$ cat src/rtl/tour_cmd.sv
// Command sequencer in front of the command processor: passes UART commands through
// when idle, or replays a knight's tour as vertical/horizontal command pairs.
module tour_cmd #(
  parameter int NUM_MOVES = 24
) (
  input  logic        clk,
  input  logic        rst_n,
  input  logic        start_tour,
  input  logic [7:0]  move,
  output logic [4:0]  mv_indx,
  input  logic [15:0] cmd_UART,
  input  logic        cmd_rdy_UART,
  output logic        clr_cmd_rdy_UART,
  output logic [15:0] cmd,
  output logic        cmd_rdy,
  input  logic        clr_cmd_rdy,
  input  logic        send_resp,
  output logic [7:0]  resp
);

  localparam logic [2:0] IDLE   = 3'd0;
  localparam logic [2:0] VERT   = 3'd1;
  localparam logic [2:0] WAIT_V = 3'd2;
  localparam logic [2:0] HORZ   = 3'd3;
  localparam logic [2:0] WAIT_H = 3'd4;

  localparam logic [4:0] LAST_IDX = 5'(NUM_MOVES - 1);

  logic [2:0]  state, nxt_state;
  logic [15:0] vert_cmd, horz_cmd;
  logic        last_move;

  assign last_move = (mv_indx == LAST_IDX);

  // Knight move decode; anything not one-hot becomes zero-square commands.
  always_comb begin
    vert_cmd = 16'h2000;
    horz_cmd = 16'h3000;
    case (move)
      8'h01: begin vert_cmd = 16'h2002; horz_cmd = 16'h33F1; end
      8'h02: begin vert_cmd = 16'h2002; horz_cmd = 16'h3BF1; end
      8'h04: begin vert_cmd = 16'h2001; horz_cmd = 16'h33F2; end
      8'h08: begin vert_cmd = 16'h27F1; horz_cmd = 16'h33F2; end
      8'h10: begin vert_cmd = 16'h27F2; horz_cmd = 16'h33F1; end
      8'h20: begin vert_cmd = 16'h27F2; horz_cmd = 16'h3BF1; end
      8'h40: begin vert_cmd = 16'h2001; horz_cmd = 16'h3BF2; end
      8'h80: begin vert_cmd = 16'h27F1; horz_cmd = 16'h3BF2; end
      default: ;
    endcase
  end

  always_comb begin
    nxt_state = state;
    case (state)
      IDLE:    if (start_tour)  nxt_state = VERT;
      VERT:    if (clr_cmd_rdy) nxt_state = WAIT_V;
      WAIT_V:  if (send_resp)   nxt_state = HORZ;
      HORZ:    if (clr_cmd_rdy) nxt_state = WAIT_H;
      WAIT_H:  if (send_resp)   nxt_state = last_move ? IDLE : VERT;
      default: nxt_state = IDLE;
    endcase
  end

  always_ff @(posedge clk or negedge rst_n) begin
    if (!rst_n) begin
      state   <= IDLE;
      mv_indx <= '0;
    end else begin
      state <= nxt_state;
      if (state == IDLE && start_tour)
        mv_indx <= '0;
      else if (state == WAIT_H && send_resp && !last_move)
        mv_indx <= mv_indx + 5'd1;
    end
  end

  // The UART side is only connected while idle; during a tour its command waits.
  always_comb begin
    cmd              = cmd_UART;
    cmd_rdy          = cmd_rdy_UART;
    clr_cmd_rdy_UART = clr_cmd_rdy;
    resp             = 8'h5A;
    case (state)
      IDLE: resp = 8'hA5;
      VERT: begin
        cmd = vert_cmd; cmd_rdy = 1'b1; clr_cmd_rdy_UART = 1'b0;
      end
      WAIT_V: begin
        cmd = vert_cmd; cmd_rdy = 1'b0; clr_cmd_rdy_UART = 1'b0;
      end
      HORZ: begin
        cmd = horz_cmd; cmd_rdy = 1'b1; clr_cmd_rdy_UART = 1'b0;
      end
      WAIT_H: begin
        cmd = horz_cmd; cmd_rdy = 1'b0; clr_cmd_rdy_UART = 1'b0;
        resp = last_move ? 8'hA5 : 8'h5A;
      end
      default: begin
        cmd_rdy = 1'b0; clr_cmd_rdy_UART = 1'b0;
      end
    endcase
  end

endmodule

$ cat config.mk
export PLATFORM = sky130hd
export DESIGN_NAME = tour_cmd
export DESIGN_NICKNAME = d
export VERILOG_FILES = /design/src/rtl/tour_cmd.sv
export SDC_FILE = /design/constraint.sdc
export NUM_CORES = 1
export LEC_CHECK = 0
export ABC_AREA = 0
export CORE_ASPECT_RATIO = 1.5
export CORE_UTILIZATION = 34
export DETAILED_ROUTE_END_ITERATION = 8
export PLACE_DENSITY = 0.77
export SETUP_SLACK_MARGIN = 0.2
export SLEW_MARGIN = 20
export SYNTH_ARGS = -nofsm -noshare
export SYNTH_HDL_FRONTEND = slang
export SYNTH_SLANG_ARGS = --single-unit
$ cat constraint.sdc
create_clock -name clk -period 1.6 [get_ports clk]
set_input_delay 0.32 -clock clk [delete_from_list [all_inputs] [get_ports clk]]
set_output_delay 0.32 -clock clk [all_outputs]
set_load 0.05 [all_outputs]
==> flow_metrics.env, run 1 <==
export IMPL_outcome="did not finish"
export IMPL_stop_stage="global routing (5_1_grt)"
export IMPL_firstError="[ERROR DPL-0038] Utilization greater than 100%, impossible to legalize"
export IMPL_rows=23
export IMPL_cts_buffer_depth=2
export IMPL_start_util_pct=36.8
export IMPL_worst_endpoint_kind="output port"
export IMPL_cts_sinks=8
export IMPL_io_buffers=60
export IMPL_synth_area_mm2=0.00102
export IMPL_yosys_mux_area_fraction_pct=2.09
export IMPL_syn_nets=156
export IMPL_synth_ff_type="dfrtp_1"
export IMPL_dp_hpwl_um=3050
export IMPL_synth_top_family_by_area="simple AND/OR/NAND/NOR gates"
export IMPL_synth_area_per_cell_um2=8.14
export IMPL_hold_buffers=0
export IMPL_h_tree_depth=1
export IMPL_synth_seq_cells=8
export IMPL_synth_edf_count=0
export IMPL_io_pins=61
export IMPL_syn_inst=125
export IMPL_synth_xor_area_share_pct=7.63
export IMPL_synth_compound_area_share_pct=24.7
export IMPL_synth_seq_area_share_pct=19.7
export IMPL_die_h_um=69.0
export IMPL_place_congestion=0.775
export IMPL_cts_root_buffer="clkbuf_8"
export IMPL_yosysUniqueCellTypes=46
export IMPL_yosysWarnings=0
export IMPL_grt_max_degree=13
export IMPL_fp_dieW_um=46.7
export IMPL_yosys_area_share_simple_pct=30.1
export IMPL_synthAdderAreaFrac_pct=1.23
export IMPL_numCtsBuffers=3
export IMPL_async_reset_ff_share_pct=100
export IMPL_crit_endpoint="cmd[7]"
export IMPL_dp_cells=240
## cells by family after synthesis
| family | Yosys count |
|---|---|
| AOI/OAI and AO/OA | 31 |
| buffers and inverters | 20 |
| DFF | 8 |
| xor gates and xnor gates | 8 |
| adders and majority gates | 1 |
| muxes | 2 |
| and+or+nand+nor | 55 |
## repair_timing
| action | CTS |
|---|---|
| resized for setup | 82 |
| setup endpoints to repair | 31 |
| pin swaps | 22 |
| setup buffers | 12 |
| cloned | 1 |
## synth_stat cells (2+ instances only)
| cell | instances | area share, % |
|---|---|---|
| inv_1 | 5 | 1.8 |
| o21ai_0 | 8 | 3.9 |
| xnor2_1 | 3 | 2.6 |
| nor2_1 | 18 | 6.6 |
| xor2_1 | 4 | 3.4 |
| a211oi_1 | 7 | 5.2 |
| nand3_2 | 2 | 2.0 |
| buf_4 | 7 | 5.2 |
| buf_6 | 6 | 6.6 |
| dfrtp_1 | 8 | 20 |
| nor2b_1 | 5 | 3.1 |
| nand2_1 | 7 | 2.6 |
| nor3_1 | 2 | 0.98 |
| nand4_1 | 3 | 1.8 |
| a21oi_1 | 3 | 1.5 |
| and2_1 | 2 | 1.2 |
| nor4_1 | 3 | 1.8 |
| nor4b_1 | 4 | 3.4 |
## through the flow
step / TNS [ns] / area [um2] / hold slack, ns / setup WS (ns)
after CTS: -7.64 / 2560 / 0.384 / -0.453
after detailed placement: -9.45 / 2220 / 0.586 / -0.976
after global placement: -8.58 / 2220 / 0.575 / -0.922
after floorplan: -5.45 / 1290 / 0.0244 / -0.487
==> run 2, diff against run 1 <==
--- a/config.mk
+++ b/config.mk
@@ -6,11 +6,9 @@
 export NUM_CORES = 1
 export LEC_CHECK = 0
 export ABC_AREA = 0
-export CORE_ASPECT_RATIO = 1.5
-export CORE_UTILIZATION = 34
+export CORE_UTILIZATION = 20
 export DETAILED_ROUTE_END_ITERATION = 8
-export PLACE_DENSITY = 0.77
-export SETUP_SLACK_MARGIN = 0.2
+export PLACE_DENSITY_LB_ADDON = 0.15
 export SLEW_MARGIN = 20
 export SYNTH_ARGS = -nofsm -noshare
 export SYNTH_HDL_FRONTEND = slang
==> constraint.sdc (replaced) <==
create_clock -name clk -period 2.1 [get_ports clk]
set_input_delay 0.42 -clock clk [delete_from_list [all_inputs] [get_ports clk]]
set_output_delay 0.42 -clock clk [all_outputs]
set_load 0.05 [all_outputs]
==> run 2 against run 1 <==
The flow now finishes, with violations (negative setup slack). Synthesized area unchanged. Synthesized cell count unchanged.
==> flow_metrics.env, run 2 <==
export IMPL_cts_sinks=8
export IMPL_vias=1235
export IMPL_drt_pass1_iterations=4
export IMPL_timing_final_crit_share_pct=105
export IMPL_reg2reg_from="state[1]"
export IMPL_multi_input_area_um2=946
export IMPL_cts_buffer_depth=2
export IMPL_io_buffers=60
export IMPL_synth_area_per_cell_um2=8.14
export IMPL_fill_cells=447
export IMPL_drv_slew=0
export IMPL_yosysUniqueCellTypes=46
export IMPL_grt_max_degree=13
export IMPL_antenna_found_initial=0
export IMPL_max_freq_mhz=455
export IMPL_grtUsageTotal_pct=14.2
export IMPL_antenna_cells=0
export IMPL_hold_viol=0
export IMPL_worstPathArrival_ns=1.78
export IMPL_synth_seq_cells=8
export IMPL_io_pins=61
export IMPL_startpoint_type="input pin"
export IMPL_grt_setup_unrepaired="true"
export IMPL_h_tree_depth=1
export IMPL_outcome="finished with violations"
export IMPL_async_reset_ff_share_pct=100
export IMPL_synth_most_common_cell="nor2_1"
export IMPL_cts_root_buffer="clkbuf_8"
export IMPL_synth_area_mm2=0.00102
export IMPL_finalSetupViolations=8
export IMPL_violations="negative setup slack"
export IMPL_wl_per_cell_um=12.7
export IMPL_antenna_left=0
export IMPL_rrSetupSlack_ns=0.48
export IMPL_syn2layout_area_growth_pct=151
export IMPL_yosysWarnings=0
export IMPL_fin_skew_ns=0.00777
export IMPL_core_area_mm2=0.00482
export IMPL_postLayoutCellArea_mm2=0.00256
export IMPL_seqCellArea_um2=208
export IMPL_synth_ff_type="dfrtp_1"
export IMPL_relSlewSlack_pct=67.1
export IMPL_dr_first_iter_drc_count=28
export IMPL_syn_inst=125
export IMPL_yosysTopAreaCell="dfrtp_1"
export IMPL_final_common_cell="buf_12"
export IMPL_grt_pass1_wl_um=5930
export IMPL_synth_top_cell_area_share_pct=19.7
export IMPL_post_route_min_period_ns=2.20
export IMPL_r2r_cells=6
export IMPL_hold_buffers=0
export IMPL_grt_pass1_vias=1258
export IMPL_dpl_cell_area_mm2=0.00214
export IMPL_tritoncts="done"
export IMPL_nets=246
export IMPL_die_h_um=73.3
export IMPL_numCtsBuffers=3
export IMPL_final_setup_tns_ns=-0.599
export IMPL_synth_top_cells_by_area="dfrtp_1 20%, nor2_1 6.6%, buf_6 6.6%, a211oi_1 5.2%, buf_4 5.2%"
export IMPL_worst_slack_ns=-0.0977
export IMPL_largest_register="mv_indx"
export IMPL_route_detailed_drc=0
export IMPL_wirelength_um=3580
export IMPL_synth_edf_count=0
export IMPL_final_layout_size_suffix_gt1_share_pct=57.0
export IMPL_clk_insertion_delay_late_ns=0.23
export IMPL_timing_rr_end="mv_indx[3]"
export IMPL_path_max_fanout=7
export IMPL_required_ns=1.68
export IMPL_maxCapViolCount=0
export IMPL_largest_reg_flops=5
export IMPL_ys_top_cells_by_count="18 x nor2_1, 8 x dfrtp_1, 8 x o21ai_0"
export IMPL_start_util_pct=21.1
export IMPL_syn_nets=156
export IMPL_die_area_mm2=0.00538
export IMPL_fp_dieW_um=73.3
export IMPL_path_clk_slew_ns=0.05
export IMPL_reg_top3="mv_indx: 5 flops, state: 3 flops"
export IMPL_min_path_type="input pin to asynchronous set/reset pin"
export IMPL_grt_overflow_total=0
export IMPL_max_slew_worst_pin_slew_ns=0.493
export IMPL_viasPerCell=4.40
export IMPL_dp_hpwl_um=2740
export IMPL_synth_seq_area_share_pct=19.7
export IMPL_crit_type="input pin to output pin"
export IMPL_final_cell_mix="31 x buf_12, 27 x buf_4, 26 x clkdlybuf4s50_1"
export IMPL_place_congestion=0.778
export IMPL_end_kind="output pin"
export IMPL_rows=25
-- run 2: cell counts after synthesis --
Identical to the previous run, type by type.
-- run 2: worst max path at each step --
| stage | slack [ns] | end | startpoint |
|---|---|---|---|
| 6_report | -0.1 | cmd[5] | move[4] |
| 3_3_place_gp | -0.69 | cmd[9] | move[7] |
| 5_1_grt | -0.14 | cmd[6] | move[4] |
| 4_1_cts | -0.12 | cmd[6] | move[5] |
| 2_1_floorplan | -0.15 | cmd[4] | move[7] |
| 3_5_place_dp | -0.76 | cmd[6] | move[7] |
-- run 2: metrics by stage --
| stage | cells | hold slack, ns | setup WS (ns) | utilization, % |
|---|---|---|---|---|
| global placement | 258 | 0.568 | -0.692 | 44.3 |
| floorplan | 125 | 0.124 | -0.150 | - |
| global route | 281 | 0.514 | -0.140 | 53.1 |
| CTS | 276 | 0.497 | -0.119 | 51.4 |
| finish | 281 | 0.478 | -0.0977 | 53.1 |
| detailed placement | 258 | 0.578 | -0.755 | 44.3 |
-- run 2: area by class of cell --
class,instances,share of cell area (%)
clock buffers,4,1.76
inverters,5,0.881
multi-input cells,97,37.0
flip-flops and latches,8,8.12
well taps,67,3.28
repair buffers,100,49.0
-- run 2: repair_timing --
| item | in CTS | in global routing |
|---|---|---|
| pin swaps | 22 | 7 |
| gates cloned | 0 | 0 |
| setup buffers | 15 | 6 |
| hold endpoints to repair | 0 | 0 |
| endpoints found under the setup margin | 19 | 15 |
| resized for setup | 76 | 11 |
-- run 2: cells by family (layout without fill, tap and decap cells) --
family | count (synthesis) | in the layout | share of synthesized area [%]
AO/OA/AOI/OAI | 31 | 31 | 24.7
XOR/XNOR | 8 | 8 | 7.63
multiplexers | 2 | 2 | 2.09
buffers and inverters | 20 | 109 | 14.5
adder cells (fa/ha/maj) | 1 | 1 | 1.23
AND/OR/NAND/NOR | 55 | 55 | 30.1
flip-flops | 8 | 8 | 19.7
-- run 2: worst max-delay path: stages --
cell and delay, ns:
buf_12 0.11, buf_8 0.12, nor4b_4 0.25, a211o_1 0.22
a21boi_4 0.08, buf_12 0.15, a211oi_4 0.25, buf_12 0.17
-- run 2: layer usage --
layer | vias to the layer above | global-route usage (%) | wire length (um)
met3 | 2 | 2.33 | 153
met5 | - | 0 | 0
met1 | 582 | 16.7 | 1450
li1 | 616 | - | -
met4 | 0 | 2.99 | 7
met2 | 35 | 26.9 | 1970
Power of run 2 is left out: the tool's default activity adds up to more than one toggle a clock period on the data nets, which glitch-free logic cannot reach.
==> run 3, diff against run 2 <==
--- a/config.mk
+++ b/config.mk
@@ -6,9 +6,11 @@
 export NUM_CORES = 1
 export LEC_CHECK = 0
 export ABC_AREA = 0
+export CORE_MARGIN = 1
 export CORE_UTILIZATION = 20
 export DETAILED_ROUTE_END_ITERATION = 8
 export PLACE_DENSITY_LB_ADDON = 0.15
+export SKIP_CTS_REPAIR_TIMING = 1
 export SLEW_MARGIN = 20
 export SYNTH_ARGS = -nofsm -noshare
 export SYNTH_HDL_FRONTEND = slang
==> run 3 against run 2 <==
The flow still finishes with violations (negative setup slack). Sequential share of layout area increased by 0.38 points. Flip-flop and latch count unchanged. Design area decreased by 4.5%. Largest cell class unchanged.
==> flow_metrics.env, run 3 (synthesis gave the netlist of run 2 again) <==
export IMPL_cts_root_buffer="clkbuf_8"
export IMPL_vias=1195
export IMPL_cts_sinks=8
export IMPL_antenna_left=0
export IMPL_holdWs_ns=0.479
export IMPL_io_buffers=60
export IMPL_reg_top3="mv_indx: 5 flops, state: 3 flops"
export IMPL_rows=25
export IMPL_dpl_cell_area_mm2=0.00214
export IMPL_end_kind="output pin"
export IMPL_fp_dieW_um=73.3
export IMPL_numCtsBuffers=3
export IMPL_grt_setup_unrepaired="true"
export IMPL_required_ns=1.68
export IMPL_place_congestion=0.778
export IMPL_max_freq_mhz=457
export IMPL_fin_skew_ns=0.00763
export IMPL_worstPathArrival_ns=1.77
export IMPL_wirelength_um=3400
export IMPL_post_route_min_period_ns=2.19
export IMPL_startpoint_type="input pin"
export IMPL_path_max_fanout=7
export IMPL_h_tree_depth=1
export IMPL_drv_slew=0
export IMPL_start_util_pct=21.1
export IMPL_path_clk_slew_ns=0.05
export IMPL_cp_common_cell="buf_12"
export IMPL_tritoncts="done"
export IMPL_postLayoutCellArea_mm2=0.00244
export IMPL_violations="negative setup slack"
export IMPL_final_cell_mix="28 x buf_12, 26 x clkdlybuf4s50_1, 24 x buf_4"
export IMPL_final_common_cell="buf_12"
export IMPL_wl_per_cell_um=12.4
export IMPL_antenna_cells=0
export IMPL_timing_rr_end="mv_indx[3]"
export IMPL_drt_pass1_iterations=4
export IMPL_clk_insertion_delay_late_ns=0.23
export IMPL_stdcell_count=274
export IMPL_crit_cells=8
export IMPL_grtUsageTotal_pct=12.7
export IMPL_grt_overflow_total=0
export IMPL_crit_chain="buf_8 -> buf_6 -> nor4b_2 -> a211o_1 -> a21boi_4 -> buf_12 -> a211oi_4 -> buf_12"
export IMPL_dp_cells=258
export IMPL_reg2reg_from="mv_indx[0]"
export IMPL_nets=239
export IMPL_io_pins=61
export IMPL_viasPerCell=4.36
export IMPL_startpoint="move[5]"
export IMPL_grt_pass1_vias=1136
export IMPL_min_path_type="input pin to asynchronous set/reset pin"
export IMPL_grt_pass1_wl_um=5380
export IMPL_critical_path_top_delay_family="compound AO/OA/AOI/OAI gates"
export IMPL_slowest_delay_ns=0.28
export IMPL_largest_reg_flops=5
export IMPL_dp_hpwl_um=2740
export IMPL_syn2layout_area_growth_pct=140
export IMPL_final_setup_tns_ns=-0.453
export IMPL_timing_final_crit_share_pct=104
export IMPL_crit_slowest_cell="a211oi_4"
export IMPL_finalSetupViolations=8
export IMPL_outcome="finished with violations"
export IMPL_rrSetupSlack_ns=0.53
export IMPL_crit_type="input pin to output pin"
export IMPL_max_slew_worst_pin_slew_ns=0.493
export IMPL_maxCapViolCount=0
export IMPL_dr_first_iter_drc_count=34
export IMPL_die_area_mm2=0.00538
export IMPL_route_detailed_drc=0
export IMPL_die_h_um=73.3
export IMPL_grt_max_degree=16
export IMPL_antenna_found_initial=0
export IMPL_worst_slack_ns=-0.0888
export IMPL_r2r_cells=6
export IMPL_largest_register="mv_indx"
export IMPL_crit_path_end="cmd[6]"
export IMPL_final_layout_size_suffix_gt1_share_pct=52.7
export IMPL_core_area_mm2=0.00482
export IMPL_cts_buffer_depth=2
export IMPL_relSlewSlack_pct=67.1
export IMPL_hold_viol=0
export IMPL_path_buf_inv=4
==> run 3: cell count changes in the layout (fill, tap and decap cells not counted), sizes merged <==
| cell | delta |
|---|---|
| clkbuf | +3 |
| buf | -10 |
==> run 3: cell type report <==
type / instances / area, um2
sequential: 8 / 208
multi-input combinational: 97 / 932
clock buffer: 4 / 45.0
timing repair buffer: 93 / 1150
tap: 67 / 83.8
inverter: 5 / 22.5
fill: 465 / 2370
==> run 3: per-layer routing <==
layer / vias to the layer above / GRT usage [%] / share of wire, %
met4: 0 / 2.56 / 0
met1: 560 / 16.8 / 42
li1: 603 / - / -
met5: - / 0 / 0
met2: 32 / 21.9 / 53
met3: 0 / 2.19 / 4.1
==> run 3: worst register-to-register path: cells and delay by family, from the launching register on <==
kind	cells	cell delay, ns
AO/OA/AOI/OAI	1	0.15
adder cells (fa/ha/maj)	1	0.18
buffers and inverters	1	0.15
flip-flops	1	0.44
AND/OR/NAND/NOR	3	0.58
==> run 3: worst min path at each step <==
stage                            end        from  slack [ns]  cells after the start
after floorplan           mv_indx[0]       rst_n        0.12                      0
after global placement    mv_indx[4]  mv_indx[4]        0.57                      1
after detailed placement  mv_indx[4]  mv_indx[4]        0.58                      1
after CTS                 mv_indx[4]       rst_n        0.50                      1
after global routing      mv_indx[4]       rst_n        0.51                      1
final                     mv_indx[4]       rst_n        0.48                      1
==> run 3: through the flow <==
stage,setup WS [ns],util [%]
6_report,-0.0888,50.7
5_1_grt,-0.139,50.7
4_1_cts,-0.759,45.3
3_5_place_dp,-0.755,44.3
3_3_place_gp,-0.692,44.3
2_1_floorplan,-0.150,-
Power of run 3 is left out for the same reason.
